===== src/rtl/stream_decoder.sv =====
`default_nettype none
// ============================================================================
// Module      : stream_decoder
// Description : Memory-to-memory decoder for the chained rotate/XOR word
//               encoding. On an accepted start it reads the 2**LEN_W encoded
//               words of block file_index, decodes each one as
//               d(i) = rotr(e(i), i mod WORD_W) ^ c(i-1) with c(i) = e(i) and
//               c(-1) = KEY, writes the plaintext to the destination port and
//               raises finish.
//               Optional feature macro: STREAM_DECODER_PARITY_EN enables the
//               even-parity check on rd_data[WORD_W] (sticky parity_err).
// Revision    : 1.0 - initial release
// ============================================================================
module stream_decoder #(
    parameter int                WORD_W = 32,
    parameter int                LEN_W  = 4,
    parameter logic [WORD_W-1:0] KEY    = {WORD_W{1'b0}}
) (
    input  logic                  clk,
    input  logic                  rst,
    input  logic                  start,
    input  logic [9:0]            file_index,
    output logic                  finish,
    output logic                  rd_en,
    output logic [10+LEN_W-1:0]   rd_addr,
    input  logic [WORD_W:0]       rd_data,
    output logic                  wr_en,
    output logic [10+LEN_W-1:0]   wr_addr,
    output logic [WORD_W-1:0]     wr_data,
    output logic                  parity_err
);

    localparam int       c_SH_W     = $clog2(WORD_W);
    localparam logic [2:0] c_ST_IDLE = 3'd0;
    localparam logic [2:0] c_ST_RD   = 3'd1;
    localparam logic [2:0] c_ST_WT   = 3'd2;
    localparam logic [2:0] c_ST_WR   = 3'd3;
    localparam logic [2:0] c_ST_DONE = 3'd4;

    logic [2:0]          r_state;
    logic [2:0]          w_next_state;
    logic                w_accept;
    logic [9:0]          r_fidx;
    logic [LEN_W-1:0]    r_idx;
    logic [WORD_W-1:0]   r_chain;
    logic [WORD_W-1:0]   r_wr_data;
    logic [10+LEN_W-1:0] r_wr_addr;
    logic                r_parity_err;
    logic [WORD_W-1:0]   w_enc;
    logic [c_SH_W-1:0]   w_rot_amt;
    logic [WORD_W-1:0]   w_rotr;
    logic                w_last;
    logic                w_parity_bad;

    assign w_enc  = rd_data[WORD_W-1:0];
    assign w_last = &r_idx;

    // Rotation amount is i mod WORD_W: the low log2(WORD_W) bits of the index.
    generate
        if (LEN_W >= c_SH_W) begin : g_rot_trunc
            assign w_rot_amt = r_idx[c_SH_W-1:0];
        end else begin : g_rot_ext
            assign w_rot_amt = {{(c_SH_W-LEN_W){1'b0}}, r_idx};
        end
    endgenerate

    // A shift by the full width yields zero, so amount 0 returns w_enc as is.
    assign w_rotr = (w_enc >> w_rot_amt) | (w_enc << (WORD_W - int'(w_rot_amt)));

`ifdef STREAM_DECODER_PARITY_EN
    assign w_parity_bad = rd_data[WORD_W] ^ (^w_enc);
`else
    // Parity bit is ignored; keeping it on a named sink documents that.
    logic w_unused_parity;
    assign w_unused_parity = rd_data[WORD_W];
    assign w_parity_bad    = 1'b0;
`endif

    // State register.
    always_ff @(posedge clk) begin
        if (!rst) r_state <= c_ST_IDLE;
        else      r_state <= w_next_state;
    end

    // Next-state logic and state-decoded strobes.
    always_comb begin
        w_next_state = r_state;
        w_accept     = 1'b0;
        rd_en        = 1'b0;
        wr_en        = 1'b0;
        finish       = 1'b0;
        case (r_state)
            c_ST_IDLE: begin
                if (start) begin
                    w_next_state = c_ST_RD;
                    w_accept     = 1'b1;
                end
            end
            c_ST_RD: begin
                rd_en        = 1'b1;
                w_next_state = c_ST_WT;
            end
            c_ST_WT: begin
                w_next_state = c_ST_WR;
            end
            c_ST_WR: begin
                wr_en        = 1'b1;
                w_next_state = w_last ? c_ST_DONE : c_ST_RD;
            end
            c_ST_DONE: begin
                finish = 1'b1;
                if (start) begin
                    w_next_state = c_ST_RD;
                    w_accept     = 1'b1;
                end
            end
            default: w_next_state = c_ST_IDLE;
        endcase
    end

    // Datapath: the word is decoded as it is captured at the end of WT so the
    // write port carries registered data/address for the whole WR cycle and
    // holds them afterwards; the chain value advances at the same edge.
    always_ff @(posedge clk) begin
        if (!rst) begin
            r_fidx       <= 10'd0;
            r_idx        <= {LEN_W{1'b0}};
            r_chain      <= {WORD_W{1'b0}};
            r_wr_data    <= {WORD_W{1'b0}};
            r_wr_addr    <= {(10+LEN_W){1'b0}};
            r_parity_err <= 1'b0;
        end else begin
            if (w_accept) begin
                r_fidx       <= file_index;
                r_idx        <= {LEN_W{1'b0}};
                r_chain      <= KEY;
                r_parity_err <= 1'b0;
            end
            if (r_state == c_ST_WT) begin
                r_wr_data <= w_rotr ^ r_chain;
                r_wr_addr <= {r_fidx, r_idx};
                r_chain   <= w_enc;
                if (w_parity_bad) r_parity_err <= 1'b1;
            end
            if (r_state == c_ST_WR) begin
                r_idx <= r_idx + LEN_W'(1);
            end
        end
    end

    assign rd_addr    = {r_fidx, r_idx};
    assign wr_addr    = r_wr_addr;
    assign wr_data    = r_wr_data;
    assign parity_err = r_parity_err;

endmodule
`default_nettype wire


===== config.mk =====
export PLATFORM = sky130hd
export DESIGN_NAME = stream_decoder
export DESIGN_NICKNAME = d
export VERILOG_FILES = /design/src/rtl/stream_decoder.sv
export SDC_FILE = /design/constraint.sdc
export NUM_CORES = 1
export LEC_CHECK = 0
export ABC_AREA = 0
export BUFFER_PORTS_ARGS = -buffer_cell sky130_fd_sc_hd__buf_2
export CORE_MARGIN = 4
export CORE_UTILIZATION = 58
export CTS_CLUSTER_DIAMETER = 40
export DETAILED_ROUTE_END_ITERATION = 16
export PLACE_DENSITY = 0.79
export SYNTH_ARGS = -nofsm -noshare
export SYNTH_HDL_FRONTEND = slang
export SYNTH_SLANG_ARGS = --single-unit

===== constraint.sdc =====
create_clock -name clk -period 4.35 [get_ports clk]
set_input_delay 0.6525 -clock clk [delete_from_list [all_inputs] [get_ports clk]]
set_output_delay 0.6525 -clock clk [all_outputs]
set_load 0.05 [all_outputs]

Yosys cells after proc, flatten, opt, wreduce, memory -nomap -nowiden
Index checks and enable logic that the tools add are counted.

Memories: 0. Latch bits: 0. Logic and storage cells: 34. Output and inout bits: 64. Bits in registers: 95. Bits in read-only memories: 0. Input bits: 46. Bits in writable memories: 0.

Divide/modulo/power cells: 0. Add/subtract/negate cells: 2. Reductions and logical operators: 5. $lt $le $gt $ge: 0. Equal/unequal tests: 5. Shifts and indexed selects: 2. Mux-type cells: 12. Multiply operators: 0. Bitwise operators: 2.

Operators with widths (count): $mux W32 (2); $or A32 B32 Y32 (1); $shl A32 B32 Y32 (1); $shr A32 B4 Y32 (1); $xor A32 B32 Y32 (1); $pmux W3 S4 (1); $mux W4 (2); $sub A6 B4 Y7 const A (1); $eq A3 B2 Y1 const B (2); $mux W3 (2); $mux W1 (5); $add A4 B1 Y4 const B (1); $reduce_and A4 Y1 (1); $reduce_bool A2 Y1 (2); $eq A3 B1 Y1 const B (1); $eq A3 B3 Y1 const B (1); $logic_not A3 Y1 (1); $ne A2 B1 Y1 const B (1); $reduce_or A2 Y1 (1).

Depth between registers and ports, before layout
Depth in word-level cells: 5. Gate-level depth with buffers: 15. Mapped depth without buffers: 8.

Worst setup path before layout
OpenSTA, ideal clock, no wires.

Path type: register to register. Start point: reg r_idx[0]. End point: reg r_wr_data[31] (netlist: wr_data[31]). Period minus slack after synthesis: 3438 ps. Required time: 4212 ps. Buffers on the path: 7. Setup slack: 912 ps. Arrival time: 3300 ps. Stages on the path, launching flop included: 15. Library setup time: 138 ps. Cells stage by stage: dfxtp_1 -> buf_6 -> buf_4 -> inv_2 -> buf_4 -> buf_2 -> ha_1 -> buf_4 -> buf_2 -> buf_2 -> mux2i_1 -> nand2_1 -> a32o_1 -> a221oi_1 -> o221ai_1.

Longest elaborated chain between the ends: 4. Elaborated cells on any way between the ends: 5. Classes of those cells: add/sub (1); shift (2); bitwise (2).

Ends and longest elaborated chain: start, declared (RTL line 44) `logic [LEN_W-1:0] r_idx;`; start signal, assigned (RTL line 127) `r_idx <= {LEN_W{1'b0}};`; start signal, assigned (RTL line 135) `r_idx <= {LEN_W{1'b0}};`; start signal, assigned (RTL line 146) `r_idx <= r_idx + LEN_W'(1);`; $sub A6 B4 Y7 (RTL line 68) `assign w_rotr = (w_enc >> w_rot_amt) | (w_enc << (WORD_W - int'(w_rot_amt)));`; $shl A32 B32 Y32 (RTL line 68); $or A32 B32 Y32 (*) (RTL line 68); $xor A32 B32 Y32 (*) (RTL line 140) `r_wr_data <= w_rotr ^ r_chain;`; end signal, assigned (RTL line 129) `r_wr_data <= {WORD_W{1'b0}};`; end signal, assigned (RTL line 140); end, declared (RTL line 46) `logic [WORD_W-1:0] r_wr_data;`.

Mark *: on every way between the ends. The rest lies on a longest branch, timed or not. A chain may end at the register's enable or synchronous reset.

Worst setup path in the final report
Start point: reg r_idx[1]. End point: reg r_wr_data[26] (netlist: wr_data[26]).

The elaborated chain is that of the path after synthesis.

==> results.md <==
- Drt via density: 6.87
- Min cycle time layout: 3.47 ns
- Post-Syn Area: 0.00659 sq mm
- Synthesized Nets: 788
- Max cap viols: 0
- Final antenna diode count: 0
- Final Cycle Share: 0.797
- RSZ-0062 raised after global routing: false
- Synthesis-to-layout area growth: 11.6%
- Seq/Total Area, Yosys: 0.288
- Row count: 38
- CTS clk-pin slew, worst paths: 0.08 ns
- Min-Delay Path Class: reg2reg
- Design area: 0.00736 sq mm
- Main synth FF type: dfxtp_1
- Clock Power Share: 0.302
- EDFF count, synth: 0
- Average size of a mapped cell: 8.91 sq um
- WP data arrival: 3.72 ns
- Die height: 115 microns
- Vias: 6510
- DR iter-0 viols: 662
- WL final: 22.1 mm
- Worst Max-Slew Pin Slew: 0.992 ns
- Setup crit start kind: register
- Dpl hpwl: 15.8 mm
- R2R depth: 9
- Share of layout cells above drive strength 1: 0.264
- Max VDD drop: 0.000357 V
- Sw Share: 0.389
- Switching power: 1.02 mW
- Synth cell types: 69
- Critical Path RT: 4.61 ns
- CTS resizes: 0
- #FFs+latches synth: 95
- Setup crit end: wr_data[26]
- Root Buffer: clkbuf_16
- R2R setup slack: 0.88 ns
- Synth warn: 0
- Clock sink count: 95
- Leak: 2.78 nW
- Status: complete, no violations
- # hold bufs at CTS: 0
- Top Ports: 110
- Wire length per cell: 23.3 microns
- Post-CTS Setup Bufs: 0
- Pin count of the biggest net entering global routing: 59
- Initial antenna violation count: 0
- Starting density of the core: 0.600
- CTS tree: done
- CP startpoint: r_idx[1]
- Hold WS: 0.454 ns
- Dpl cell area: 0.00707 sq mm
- R2R Path Start: r_idx[1]
- Clk buf depth: 2
- Max Freq: 0.288 GHz
- CP Class: reg2reg
- Slew Limit Fails: 0
- Number of remaining DRC errors: 0
- Routed Antenna Nets: 0
- Clock Latency Late Sink: 0.35 ns
- Worst Clk Skew: 0.00686 ns
- Number of global-route vias before repair: 5940
- H-tree levels: 3
- Pint: 1.60 mW
- Final hold viol count: 0
- Setup TNS: 0 ns
- Core area: 0.0110 sq mm
- First-pass GRT wire length: 34.0 mm
- CP max FO: 34
- Pwr per Cell Area: 356 mW/mm^2
- Port buffer count: 107
- Final setup vio count: 0
- Comb power frac: 0.318
- Relative slew slack: 0.339
- FF-to-FF End: wr_data[26]
- Gr ovfl total: 0
- Seq pwr share: 0.380
- Die width: 115 microns
- Cells after Synth: 740
- CTS buffer count: 9
- Worst Setup End Kind: register
- RePlAce Congestion: 0.950
- DR pass1 iterations: 5
- Nets: 850
- GRT Total Usage: 0.336
- Die ar.: 0.0131 sq mm
- Asr flop ratio synth: 0
==> metal layers <==
metal  part of all wire  GRT usage  wire length (microns)  vias up
li1                   -          -                      -     2912
met5                  0          0                      0        -
met1               0.40      0.460                   8870     3175
met3              0.088     0.0481                   1940       53
met2               0.48      0.537                  10500      370
met4              0.034      0.132                    755        0
==> sequential cells by signal (all words and copies together), names as in the netlist <==
name     cells
wr_addr     14
r_idx        4
r_state      3
r_fidx      10
r_chain     32
wr_data     32
==> power groups by stage <==
stage,Sequential [mW],Combinational [mW],Clock (mW)
2_1_floorplan,1.18,0.426,0
3_3_place_gp,1.01,0.807,0
4_1_cts,0.995,0.826,0.797
6_report,0.997,0.834,0.790
5_1_grt,1.00,0.888,0.832
3_5_place_dp,1.01,0.822,0
==> kinds of logic after synthesis <==
group	synth area share
other cells	0.000569
xor+xnor	0.0226
flops	0.288
simple gates	0.171
buf+inv	0.0609
compound gates	0.197
mux	0.256
fa+ha+maj	0.00379
==> critical path, cell delays in order, from the launching register on <==
cell	delay [ns]
dfxtp_2	0.74
inv_1	0.22
ha_1	0.36
buf_4	0.42
mux2i_1	0.20
o22ai_1	0.49
mux2i_1	0.26
o211ai_1	0.33
mux2i_1	0.12
a31o_2	0.21
==> Yosys cell counts (3+ instances only) <==
library cell  instances  area share
dfxtp_1              95        0.29
o31a_1                3      0.0040
mux4_2               39        0.13
a211oi_1              5      0.0057
o21a_1                3      0.0034
o211ai_1             13       0.015
and2_1                4      0.0038
inv_1                 7      0.0040
nor2_1               60       0.034
a221oi_1              3      0.0040
nor2b_1               7      0.0066
o221ai_1              9       0.012
a21oi_1              47       0.036
nand3_1              32       0.024
buf_2                15       0.011
nand2_1              82       0.047
a22oi_1              36       0.041
a31o_2                3      0.0040
nand2b_1              6      0.0057
or3_1                10      0.0095
a32oi_1               7      0.0093
nor3_1               12      0.0091
mux2i_1              60       0.091
nand4_1               8      0.0076
clkbuf_1             36       0.020
nand4b_1              6      0.0080
buf_4                 9       0.010
xnor2_1              15       0.020
o21ai_0              29       0.022
buf_1                 5      0.0028
nand3b_1              3      0.0034
mux2_2               16       0.027
buf_6                 6       0.010
==> placed cells by master, fill, tap and decap left out, types with 13 or more instances in the layout <==
cell type,instances
nor2_1,59
o211ai_1,13
a21oi_1,47
mux2i_1,60
buf_4,15
mux4_2,39
a22oi_1,36
nand3_1,32
nand2_1,82
o21ai_0,29
buf_2,107
dfxtp_1,92
mux2_2,16
xnor2_1,15
==> how the worst min path moves through the flow <==
stage	start	endpoint	slack (ns)	depth (start not counted)
final	wr_addr[3]	wr_addr[3]	0.45	2
after floorplan	r_state[2]	r_state[1]	0.44	1
after global routing	wr_addr[3]	wr_addr[3]	0.47	2
after detailed placement	wr_addr[3]	wr_addr[3]	0.44	2
after CTS	wr_addr[3]	wr_addr[3]	0.45	2
after global placement	wr_addr[10]	wr_addr[10]	0.44	2
==> final cells by class <==
cell class / instances / area [sq um]
Clock buffer: 9 / 225
Clock inverter: 7 / 66.3
Fill cell: 905 / 3620
Inverter: 10 / 37.5
Multi-Input combinational cell: 564 / 4300
Sequential cell: 95 / 1910
Tap cell: 140 / 175
Timing Repair Buffer: 122 / 648
==> metrics by stage <==
stage / total power [mW] / setup slack [ns] / cells / util
2_1_floorplan: 1.60 / 0.912 / 740 / -
3_3_place_gp: 1.82 / 0.976 / 931 / 0.643
3_5_place_dp: 1.84 / 0.922 / 931 / 0.643
4_1_cts: 2.62 / 0.912 / 947 / 0.670
5_1_grt: 2.72 / 0.530 / 947 / 0.670
6_report: 2.62 / 0.884 / 947 / 0.670
No activity file was read; power rests on OpenSTA's default activity.
